--- config.mk ---
export PLATFORM = sky130hd
export DESIGN_NAME = pdp8_mem_arbiter_flat
export DESIGN_NICKNAME = d
export VERILOG_FILES = /design/src/rtl/pdp8_pkg.sv /design/src/rtl/pdp8_mem_arbiter_if.sv /design/src/rtl/pdp8_arb_prio.sv /design/src/rtl/pdp8_mem_arbiter.sv /design/src/flat_wrapper.sv
export SDC_FILE = /design/constraint.sdc
export NUM_CORES = 1
export LEC_CHECK = 0
export ABC_AREA = 1
export BUFFER_PORTS_ARGS = -buffer_cell sky130_fd_sc_hd__buf_2
export CORE_ASPECT_RATIO = 1.25
export CORE_UTILIZATION = 46
export DETAILED_ROUTE_END_ITERATION = 12
export HOLD_SLACK_MARGIN = 0.12
export PLACE_DENSITY = 0.76
export SYNTH_ARGS = -nofsm -noshare
export SYNTH_HDL_FRONTEND = slang
export SYNTH_SLANG_ARGS = --single-unit
--- constraint.sdc ---
create_clock -name clk -period 2.1 [get_ports clk]
set_clock_uncertainty 0.15 [all_clocks]
set_input_delay 0 -clock clk [delete_from_list [all_inputs] [get_ports clk]]
set_output_delay 0 -clock clk [all_outputs]
set_load 0.02 [all_outputs]
--- src/rtl/pdp8_pkg.sv ---
// pdp8 shared package: bus widths and memory arbiter state/source types.
// Optional build macro ARB_STARVE_GUARD_EN is consumed by pdp8_mem_arbiter.
`ifndef ADDR_WIDTH
`define ADDR_WIDTH 12
`endif
`ifndef DATA_WIDTH
`define DATA_WIDTH 12
`endif

package pdp8_pkg;

  typedef enum logic [1:0] {
    ARB_IDLE,
    ARB_ISSUE,
    ARB_WAIT,
    ARB_DONE
  } arb_state_e;

  typedef enum logic [1:0] {
    SRC_NONE,
    SRC_IFU,
    SRC_EXU_RD,
    SRC_EXU_WR
  } arb_src_e;

  function automatic logic is_write(arb_src_e s);
    return s == SRC_EXU_WR;
  endfunction

endpackage

--- src/rtl/pdp8_mem_arbiter_if.sv ---
// Requester and memory-side bundle of the pdp8 memory arbiter.
// slave = arbiter view, master = requesters plus memory array view.
interface pdp8_mem_arbiter_if #(
  parameter int ADDR_WIDTH = `ADDR_WIDTH,
  parameter int DATA_WIDTH = `DATA_WIDTH
);

  logic                  ifu_rd_req;
  logic [ADDR_WIDTH-1:0] ifu_rd_addr;
  logic [DATA_WIDTH-1:0] ifu_rd_data;
  logic                  ifu_rd_valid;

  logic                  exu_rd_req;
  logic [ADDR_WIDTH-1:0] exu_rd_addr;
  logic [DATA_WIDTH-1:0] exu_rd_data;
  logic                  exu_rd_valid;

  logic                  exu_wr_req;
  logic [ADDR_WIDTH-1:0] exu_wr_addr;
  logic [DATA_WIDTH-1:0] exu_wr_data;
  logic                  exu_wr_done;

  logic                  mem_en;
  logic                  mem_we;
  logic [ADDR_WIDTH-1:0] mem_addr;
  logic [DATA_WIDTH-1:0] mem_wdata;
  logic [DATA_WIDTH-1:0] mem_rdata;

  logic                  busy;

  modport slave (
    input  ifu_rd_req, ifu_rd_addr,
    output ifu_rd_data, ifu_rd_valid,
    input  exu_rd_req, exu_rd_addr,
    output exu_rd_data, exu_rd_valid,
    input  exu_wr_req, exu_wr_addr, exu_wr_data,
    output exu_wr_done,
    output mem_en, mem_we, mem_addr, mem_wdata,
    input  mem_rdata,
    output busy
  );

  modport master (
    output ifu_rd_req, ifu_rd_addr,
    input  ifu_rd_data, ifu_rd_valid,
    output exu_rd_req, exu_rd_addr,
    input  exu_rd_data, exu_rd_valid,
    output exu_wr_req, exu_wr_addr, exu_wr_data,
    input  exu_wr_done,
    input  mem_en, mem_we, mem_addr, mem_wdata,
    output mem_rdata,
    input  busy
  );

endinterface

--- src/rtl/pdp8_arb_prio.sv ---
// Combinational request picker: EXU write > EXU read > IFU read,
// unless the starve flag forces a pending IFU read to win.
module pdp8_arb_prio
  import pdp8_pkg::*;
(
  input  logic     ifu_rd_req,
  input  logic     exu_rd_req,
  input  logic     exu_wr_req,
  input  logic     starve,
  output arb_src_e src
);

  logic force_ifu;
  logic wr_win;
  logic rd_win;
  logic ifu_win;

  // Terms are made mutually exclusive so the decoder is truly unique.
  assign force_ifu = starve & ifu_rd_req;
  assign wr_win    = exu_wr_req & ~force_ifu;
  assign rd_win    = exu_rd_req & ~exu_wr_req & ~force_ifu;
  assign ifu_win   = ifu_rd_req &
                     (force_ifu | (~exu_wr_req & ~exu_rd_req));

  always_comb begin
    src = SRC_NONE;
    unique case (1'b1)
      wr_win:  src = SRC_EXU_WR;
      rd_win:  src = SRC_EXU_RD;
      ifu_win: src = SRC_IFU;
      default: src = SRC_NONE;
    endcase
  end

endmodule

--- src/rtl/pdp8_mem_arbiter.sv ---
// Single-port memory arbiter for IFU reads and EXU reads/writes.
// Define ARB_STARVE_GUARD_EN to bound IFU fetch delay (STARVE_LIMIT).
module pdp8_mem_arbiter
  import pdp8_pkg::*;
#(
  parameter int ADDR_WIDTH   = `ADDR_WIDTH,
  parameter int DATA_WIDTH   = `DATA_WIDTH,
  parameter int STARVE_LIMIT = 4
) (
  input  logic              clk,
  input  logic              reset_n,
  pdp8_mem_arbiter_if.slave bus
);

  if (STARVE_LIMIT < 1) begin : g_bad_limit
    $error("STARVE_LIMIT must be at least 1");
  end

  arb_state_e state;
  arb_src_e   src_q;
  arb_src_e   pick;
  logic       starve;

  logic                  mem_en_q;
  logic                  mem_we_q;
  logic [ADDR_WIDTH-1:0] mem_addr_q;
  logic [DATA_WIDTH-1:0] mem_wdata_q;
  logic [DATA_WIDTH-1:0] ifu_data_q;
  logic [DATA_WIDTH-1:0] exu_data_q;
  logic                  ifu_vld_q;
  logic                  exu_vld_q;
  logic                  wr_done_q;
  logic                  busy_q;

  pdp8_arb_prio u_prio (
    .ifu_rd_req (bus.ifu_rd_req),
    .exu_rd_req (bus.exu_rd_req),
    .exu_wr_req (bus.exu_wr_req),
    .starve     (starve),
    .src        (pick)
  );

`ifdef ARB_STARVE_GUARD_EN
  localparam int CNT_W = $clog2(STARVE_LIMIT + 1);
  localparam logic [CNT_W-1:0] LIMIT = CNT_W'(STARVE_LIMIT);

  logic [CNT_W-1:0] starve_cnt;

  assign starve = (starve_cnt == LIMIT);

  always_ff @(posedge clk or negedge reset_n) begin
    if (!reset_n) begin
      starve_cnt <= '0;
    end else if (state == ARB_IDLE) begin
      if (pick == SRC_IFU)
        starve_cnt <= '0;
      else if (bus.ifu_rd_req && !starve)
        starve_cnt <= starve_cnt + 1'b1;
    end
  end
`else
  assign starve = 1'b0;
`endif

  always_ff @(posedge clk or negedge reset_n) begin
    if (!reset_n) begin
      state       <= ARB_IDLE;
      src_q       <= SRC_NONE;
      mem_en_q    <= 1'b0;
      mem_we_q    <= 1'b0;
      mem_addr_q  <= '0;
      mem_wdata_q <= '0;
      ifu_data_q  <= '0;
      exu_data_q  <= '0;
      ifu_vld_q   <= 1'b0;
      exu_vld_q   <= 1'b0;
      wr_done_q   <= 1'b0;
      busy_q      <= 1'b0;
    end else begin
      ifu_vld_q <= 1'b0;
      exu_vld_q <= 1'b0;
      wr_done_q <= 1'b0;
      unique case (state)
        ARB_IDLE: begin
          if (pick != SRC_NONE) begin
            state       <= ARB_ISSUE;
            src_q       <= pick;
            busy_q      <= 1'b1;
            mem_en_q    <= 1'b1;
            mem_we_q    <= is_write(pick);
            mem_wdata_q <= bus.exu_wr_data;
            unique case (pick)
              SRC_EXU_WR: mem_addr_q <= bus.exu_wr_addr;
              SRC_EXU_RD: mem_addr_q <= bus.exu_rd_addr;
              default:    mem_addr_q <= bus.ifu_rd_addr;
            endcase
          end
        end
        ARB_ISSUE: begin
          mem_en_q <= 1'b0;
          mem_we_q <= 1'b0;
          if (is_write(src_q)) begin
            state     <= ARB_DONE;
            wr_done_q <= 1'b1;
          end else begin
            state <= ARB_WAIT;
          end
        end
        ARB_WAIT: begin
          state <= ARB_DONE;
          if (src_q == SRC_IFU) begin
            ifu_data_q <= bus.mem_rdata;
            ifu_vld_q  <= 1'b1;
          end else begin
            exu_data_q <= bus.mem_rdata;
            exu_vld_q  <= 1'b1;
          end
        end
        ARB_DONE: begin
          state  <= ARB_IDLE;
          src_q  <= SRC_NONE;
          busy_q <= 1'b0;
        end
        default: state <= ARB_IDLE;
      endcase
    end
  end

  assign bus.mem_en       = mem_en_q;
  assign bus.mem_we       = mem_we_q;
  assign bus.mem_addr     = mem_addr_q;
  assign bus.mem_wdata    = mem_wdata_q;
  assign bus.ifu_rd_data  = ifu_data_q;
  assign bus.ifu_rd_valid = ifu_vld_q;
  assign bus.exu_rd_data  = exu_data_q;
  assign bus.exu_rd_valid = exu_vld_q;
  assign bus.exu_wr_done  = wr_done_q;
  assign bus.busy         = busy_q;

endmodule

--- src/flat_wrapper.sv ---
// flat-port wrapper written by rule: the top's interface ports become plain ports
module pdp8_mem_arbiter_flat import pdp8_pkg::*;
#(
  parameter int ADDR_WIDTH   = `ADDR_WIDTH,
  parameter int DATA_WIDTH   = `DATA_WIDTH,
  parameter int STARVE_LIMIT = 4
)
  (clk, reset_n, bus_ifu_rd_req, bus_ifu_rd_addr, bus_ifu_rd_data, bus_ifu_rd_valid, bus_exu_rd_req, bus_exu_rd_addr, bus_exu_rd_data, bus_exu_rd_valid, bus_exu_wr_req, bus_exu_wr_addr, bus_exu_wr_data, bus_exu_wr_done, bus_mem_en, bus_mem_we, bus_mem_addr, bus_mem_wdata, bus_mem_rdata, bus_busy);
  pdp8_mem_arbiter_if #(.ADDR_WIDTH(ADDR_WIDTH), .DATA_WIDTH(DATA_WIDTH)) bus_i ();
  input  logic clk;
  input  logic reset_n;
  input wire logic [$bits(bus_i.ifu_rd_req)-1:0] bus_ifu_rd_req;
  input wire logic [$bits(bus_i.ifu_rd_addr)-1:0] bus_ifu_rd_addr;
  output wire logic [$bits(bus_i.ifu_rd_data)-1:0] bus_ifu_rd_data;
  output wire logic [$bits(bus_i.ifu_rd_valid)-1:0] bus_ifu_rd_valid;
  input wire logic [$bits(bus_i.exu_rd_req)-1:0] bus_exu_rd_req;
  input wire logic [$bits(bus_i.exu_rd_addr)-1:0] bus_exu_rd_addr;
  output wire logic [$bits(bus_i.exu_rd_data)-1:0] bus_exu_rd_data;
  output wire logic [$bits(bus_i.exu_rd_valid)-1:0] bus_exu_rd_valid;
  input wire logic [$bits(bus_i.exu_wr_req)-1:0] bus_exu_wr_req;
  input wire logic [$bits(bus_i.exu_wr_addr)-1:0] bus_exu_wr_addr;
  input wire logic [$bits(bus_i.exu_wr_data)-1:0] bus_exu_wr_data;
  output wire logic [$bits(bus_i.exu_wr_done)-1:0] bus_exu_wr_done;
  output wire logic [$bits(bus_i.mem_en)-1:0] bus_mem_en;
  output wire logic [$bits(bus_i.mem_we)-1:0] bus_mem_we;
  output wire logic [$bits(bus_i.mem_addr)-1:0] bus_mem_addr;
  output wire logic [$bits(bus_i.mem_wdata)-1:0] bus_mem_wdata;
  input wire logic [$bits(bus_i.mem_rdata)-1:0] bus_mem_rdata;
  output wire logic [$bits(bus_i.busy)-1:0] bus_busy;
  assign bus_i.ifu_rd_req = bus_ifu_rd_req;
  assign bus_i.ifu_rd_addr = bus_ifu_rd_addr;
  assign bus_ifu_rd_data = bus_i.ifu_rd_data;
  assign bus_ifu_rd_valid = bus_i.ifu_rd_valid;
  assign bus_i.exu_rd_req = bus_exu_rd_req;
  assign bus_i.exu_rd_addr = bus_exu_rd_addr;
  assign bus_exu_rd_data = bus_i.exu_rd_data;
  assign bus_exu_rd_valid = bus_i.exu_rd_valid;
  assign bus_i.exu_wr_req = bus_exu_wr_req;
  assign bus_i.exu_wr_addr = bus_exu_wr_addr;
  assign bus_i.exu_wr_data = bus_exu_wr_data;
  assign bus_exu_wr_done = bus_i.exu_wr_done;
  assign bus_mem_en = bus_i.mem_en;
  assign bus_mem_we = bus_i.mem_we;
  assign bus_mem_addr = bus_i.mem_addr;
  assign bus_mem_wdata = bus_i.mem_wdata;
  assign bus_i.mem_rdata = bus_mem_rdata;
  assign bus_busy = bus_i.busy;
  pdp8_mem_arbiter #(.ADDR_WIDTH(ADDR_WIDTH), .DATA_WIDTH(DATA_WIDTH), .STARVE_LIMIT(STARVE_LIMIT)) u_core (.clk(clk), .reset_n(reset_n), .bus(bus_i));
endmodule
======== Word-level counts from Yosys, hierarchy flattened ========
Index checks and enable logic that the tools add are counted.
storage, ports and cells
  register bits after elaboration ......... 58
  bits in latches ......................... 0
  RAM bits ................................ 0
  memory bits (read-only) ................. 0
  input port bits ......................... 65
  output and inout port bits .............. 54
  word-level logic and storage cells ...... 53
  memories ................................ 0
operators by class
  $add $sub $neg .......................... 0
  multiply operators ...................... 0
  divide/modulo/power cells ............... 0
  magnitude comparators ................... 0
  equal/unequal tests ..................... 8
  shift operators ......................... 0
  multiplexer cells ....................... 18
  bitwise operators ....................... 6
  reductions and logical operators ........ 9
operator list
  kind                  number
  $pmux W12 S2          1
  $eq A2 B2 Y1 const B  5
  $reduce_and A2 Y1     5
  $mux W1               9
  $pmux W2 S4           1
  $pmux W1 S2           3
  $pmux W2 S3           1
  $reduce_bool A2 Y1    3
  $eq A2 B1 Y1 const B  2
  $mux W2               2
  $pmux W2 S2           1
  $and A1 B1 Y1         3
  $not A1 Y1            3
  $logic_not A2 Y1      1
  $ne A2 B1 Y1 const B  1

======== Logic depth before layout (Yosys ltp) ========
  depth after elaboration ................. 7
  mapped depth ............................ 8
  depth with buffers taken out ............ 7

======== Modules after synthesis ========
A second synthesis with hierarchy kept.
unflattened totals
  cells, all modules ...................... 310
  area, all modules ....................... 2591.2 µm²
by module, submodules not included
  module            times used  cells each  area each (µm²)
  pdp8_mem_arbiter  1           302         2555.0
  pdp8_arb_prio     1           8           36.3

======== Least setup slack after synthesis ========
OpenSTA, ideal clock, no wires.
  path kind ............................... register -> register
  from .................................... register u_core.state[0]
  to ...................................... register u_core.ifu_data_q[10] (netlist: u_core.bus.ifu_rd_data[10])
  library setup time ...................... 0.130 ns
  arrival ................................. 1.157 ns
  setup slack ............................. 0.662 ns
  cell stages (with the launch flop) ...... 6
  period minus slack after synthesis ...... 1.438 ns
  cells stage by stage .................... dfrtp_1 -> inv_1 -> ha_1 -> nand3_1 -> clkbuf_1 -> o21ai_0
between the ends
  cells in the longest elaborated chain, start to end .. 2
RTL lines
  what                                RTL line                 text
  from (decl)                         pdp8_mem_arbiter.sv:19   arb_state_e state;
  from (signal assigned)              pdp8_mem_arbiter.sv:67   state <= ARB_IDLE;
  from (signal assigned)              pdp8_mem_arbiter.sv:86   state <= ARB_ISSUE;
  from (signal assigned)              pdp8_mem_arbiter.sv:103  state <= ARB_DONE;
  $eq A2 B2 Y1                        pdp8_mem_arbiter.sv:83   unique case (state)
  $reduce_and A2 Y1 (no source line)  -
  to (signal assigned)                pdp8_mem_arbiter.sv:112  ifu_data_q <= bus.mem_rdata;
  to (decl)                           pdp8_mem_arbiter.sv:28   logic [DATA_WIDTH-1:0] ifu_data_q;
No other way between the ends.
A chain may end at the register's enable or synchronous reset.

======== Worst setup path in the final report ========
  from .................................... input bus_exu_wr_addr[2]
  to ...................................... register u_core.mem_addr_q[2] (netlist: u_core.bus.mem_addr[2])
between the ends
  cells in the longest elaborated chain, start to end .. 1
RTL lines
  what                  RTL line                text
  from (decl)           flat_wrapper.sv:21      input wire logic [$bits(bus_i.exu_wr_addr)-1:0] bus_exu_wr_addr;
  $pmux W12 S2          pdp8_mem_arbiter.sv:92  unique case (pick)
  to (signal assigned)  pdp8_mem_arbiter.sv:93  SRC_EXU_WR: mem_addr_q <= bus.exu_wr_addr;
  to (signal assigned)  pdp8_mem_arbiter.sv:94  SRC_EXU_RD: mem_addr_q <= bus.exu_rd_addr;
  to (signal assigned)  pdp8_mem_arbiter.sv:95  default: mem_addr_q <= bus.ifu_rd_addr;
  to (decl)             pdp8_mem_arbiter.sv:26  logic [ADDR_WIDTH-1:0] mem_addr_q;
No other way between the ends.

==> flow_summary.toml <==
[final_layout]
syn_to_final_growth_pct = 53.6
regArea_sq_mm = 0.00145
instances_no_fill = 546
drive_gt1_share_pct = 28.7
n_antenna_cell = 0
multi_input_area_sq_um = 926
final_cell_mix = "nand2_1 (144), buf_2 (118), dfrtp_1 (58)"
fillers = 343
layout_commonest_cell = "nand2_1"
nNetsFinal = 550

[sta]
rsz0062_at_grt = "false"
setup_tns_ps = 0
tightest_slew_ps = 723
finalHoldViolations = 0
setup_viol = 0
slew_headroom_pct = 51.7
fmax_mhz = 503
fin_crit_sh_pct = 94.6
final-max-slew-violation-count = 0
finalCriticalPeriod_ps = 1990

[clock_network]
cts_made_buffers = 9
ctsHoldBuffers = 57
htree_levels = 3
clkLatencyLatePin_ps = 330
cts_tree = "yes"
clk_pin_slew_ps = 60
cts.sink_count = 58
cts_buffer_depth = 2
cts_resized = 0
cts_setup_buffers = 0
ctsRootBufferMaster = "clkbuf_8"

[power]
pwr_density_cell_mw_per_mm2 = 1340
irDropWorstVdd_v = 0.000956
total_leakage_power_uw = 0.00225

[placement]
gp_routability_congestion = 0.756
placed_cells = 474
io_buffers = 118
place_hpwl_um = 4280

[logic_synthesis]
synthTopCellsByArea = "dfrtp_1 (57%), nand2_1 (21%), nand3_1 (5.3%)"
synth_top_cell_by_area = "dfrtp_1"
synthCells = 305
synth_nets = 375
yosysWarningCount = 0
ys_types = 17
netlist.area_leader.share_pct = 56.9
avgSynthCellArea_sq_um = 8.37
synth_area_sq_mm = 0.00255
synth_seq_cells = 58
seq_area_frac_synth_pct = 56.9

[setup_path]
path_class = "in2reg"
crit_arrival_ps = 2050
critical_path_peak_fanout = 1
cp.required_ps = 2170
startpoint_type = "input pin"
critPathCaptureType = "register"

[global_routing]
grt_pass1_wl_um = 11500
grt_pass1_vias = 2591
grt_util_all_layers_pct = 26.9
gr-total-overflow = 0
antenna_found_initial = 0
grt_max_degree = 34

[routing]
wl_per_cell_um = 13.7
drc = 0
first_pass_iters = 4
drt-total-wl_um = 7500
ant_nets = 0
viasPerCell = 4.87
num_vias = 2657
drt_iter0_markers = 241

[die]
core.rowCount = 29
start_util_pct = 48.9
dieArea_sq_mm = 0.00585
fp.coreArea_sq_mm = 0.00523
die_h_um = 85.3
pin_count = 119
die_x_um = 68.6

[flow_run]
maxCapViolCount = 0

[worst_hold_path]
worstHoldPathType = "in2reg"

[run_status]
outcome = "completed"
## per-layer routing
layer	share of wire, %	track usage [%]
met3	7.9	6.59
met1	40	31.2
met5	0	0
met4	1.5	9.85
met2	50	46.7
## cell families after synthesis
kind of cell	count (synthesis)	share of synthesized area, %
DFF	58	56.9
and+or+nand+nor	177	28.4
buffers and inverters	38	6.86
adders and majority gates	5	2.45
AOI/OAI and AO/OA	27	5.39
## flip-flops by register name, indices dropped and copies added (netlist names)
name	cells
u_core.bus.mem_addr	12
u_core.bus.ifu_rd_data	12
u_core.bus.mem_wdata	12
u_core.bus.busy	1
u_core.state	2
u_core.bus.ifu_rd_valid	1
u_core.bus.exu_wr_done	1
u_core.bus.exu_rd_data	12
u_core.bus.exu_rd_valid	1
u_core.bus.mem_en	1
u_core.bus.mem_we	1
u_core.src_q	2
## final cells by class
class	count	share of cell area, %
Timing Repair Buffer	177	30.6
Sequential cell	58	37.0
Clock inverter	3	0.383
Inverter	25	2.46
Multi-Input combinational cell	209	23.6
Tap cell	62	1.98
Clock buffer	12	3.96
## synth_stat cells
library cell / n
buf_1: 1
buf_2: 6
buf_4: 2
buf_6: 2
clkbuf_1: 2
dfrtp_1: 58
ha_1: 5
inv_1: 24
inv_4: 1
nand2_1: 144
nand2_4: 2
nand3_1: 27
nand4_1: 2
nor2_1: 1
nor2_4: 1
o211ai_1: 1
o21ai_0: 26
## path summary, 6_finish.rpt
kind | from | to | slack, ps | depth (start not counted)
max | bus_exu_wr_addr[2] | u_core.bus.mem_addr[2]$_DFFE_PN0P_ | 110 | 8
min | bus_exu_wr_req | u_core.src_q[0]$_DFFE_PN0P_ | 240 | 5
max reg2reg | u_core.state[0]$_DFFE_PN0P_ | u_core.bus.exu_rd_data[0]$_DFFE_PN0P_ | 280 | 5
min reg2reg | u_core.bus.mem_we$_DFFE_PN0P_ | u_core.bus.mem_we$_DFFE_PN0P_ | 320 | 2
max in group asynchronous | reset_n | u_core.bus.exu_rd_data[3]$_DFFE_PN0P_ | 990 | 4
min in group asynchronous | reset_n | u_core.bus.mem_wdata[6]$_DFFE_PN0P_ | 610 | 4
## through the flow
stage | util [%] | cell area (sq um) | worst slack, ps | hold slack [ps] | power (uW)
floorplan | - | 2550 | 662 | -446 | 3490
global placement | 60.7 | 3170 | 427 | -118 | 4160
detailed placement | 60.7 | 3170 | 299 | -111 | 4250
CTS | 75.0 | 3920 | 191 | 220 | 5260
global route | 75.0 | 3920 | 62.5 | 259 | 5630
finish | 75.0 | 3920 | 112 | 238 | 5260
## worst max-delay path, stage by stage
cell,delay (ps)
dlygate4sd3_1,550
buf_2,130
nand2_1,60
dlygate4sd3_1,550
nand3_1,70
dlygate4sd3_1,550
nand2_1,70
nand2_1,60
## power breakdown
| part | internal [uW] | total (uW) | switching (uW) |
|---|---|---|---|
| Sequential | 1650 | 1950 | 296 |
| Clock | 480 | 893 | 414 |
| Combinational | 824 | 2420 | 1600 |
Note: power is estimated with default switching activity, not from simulation.
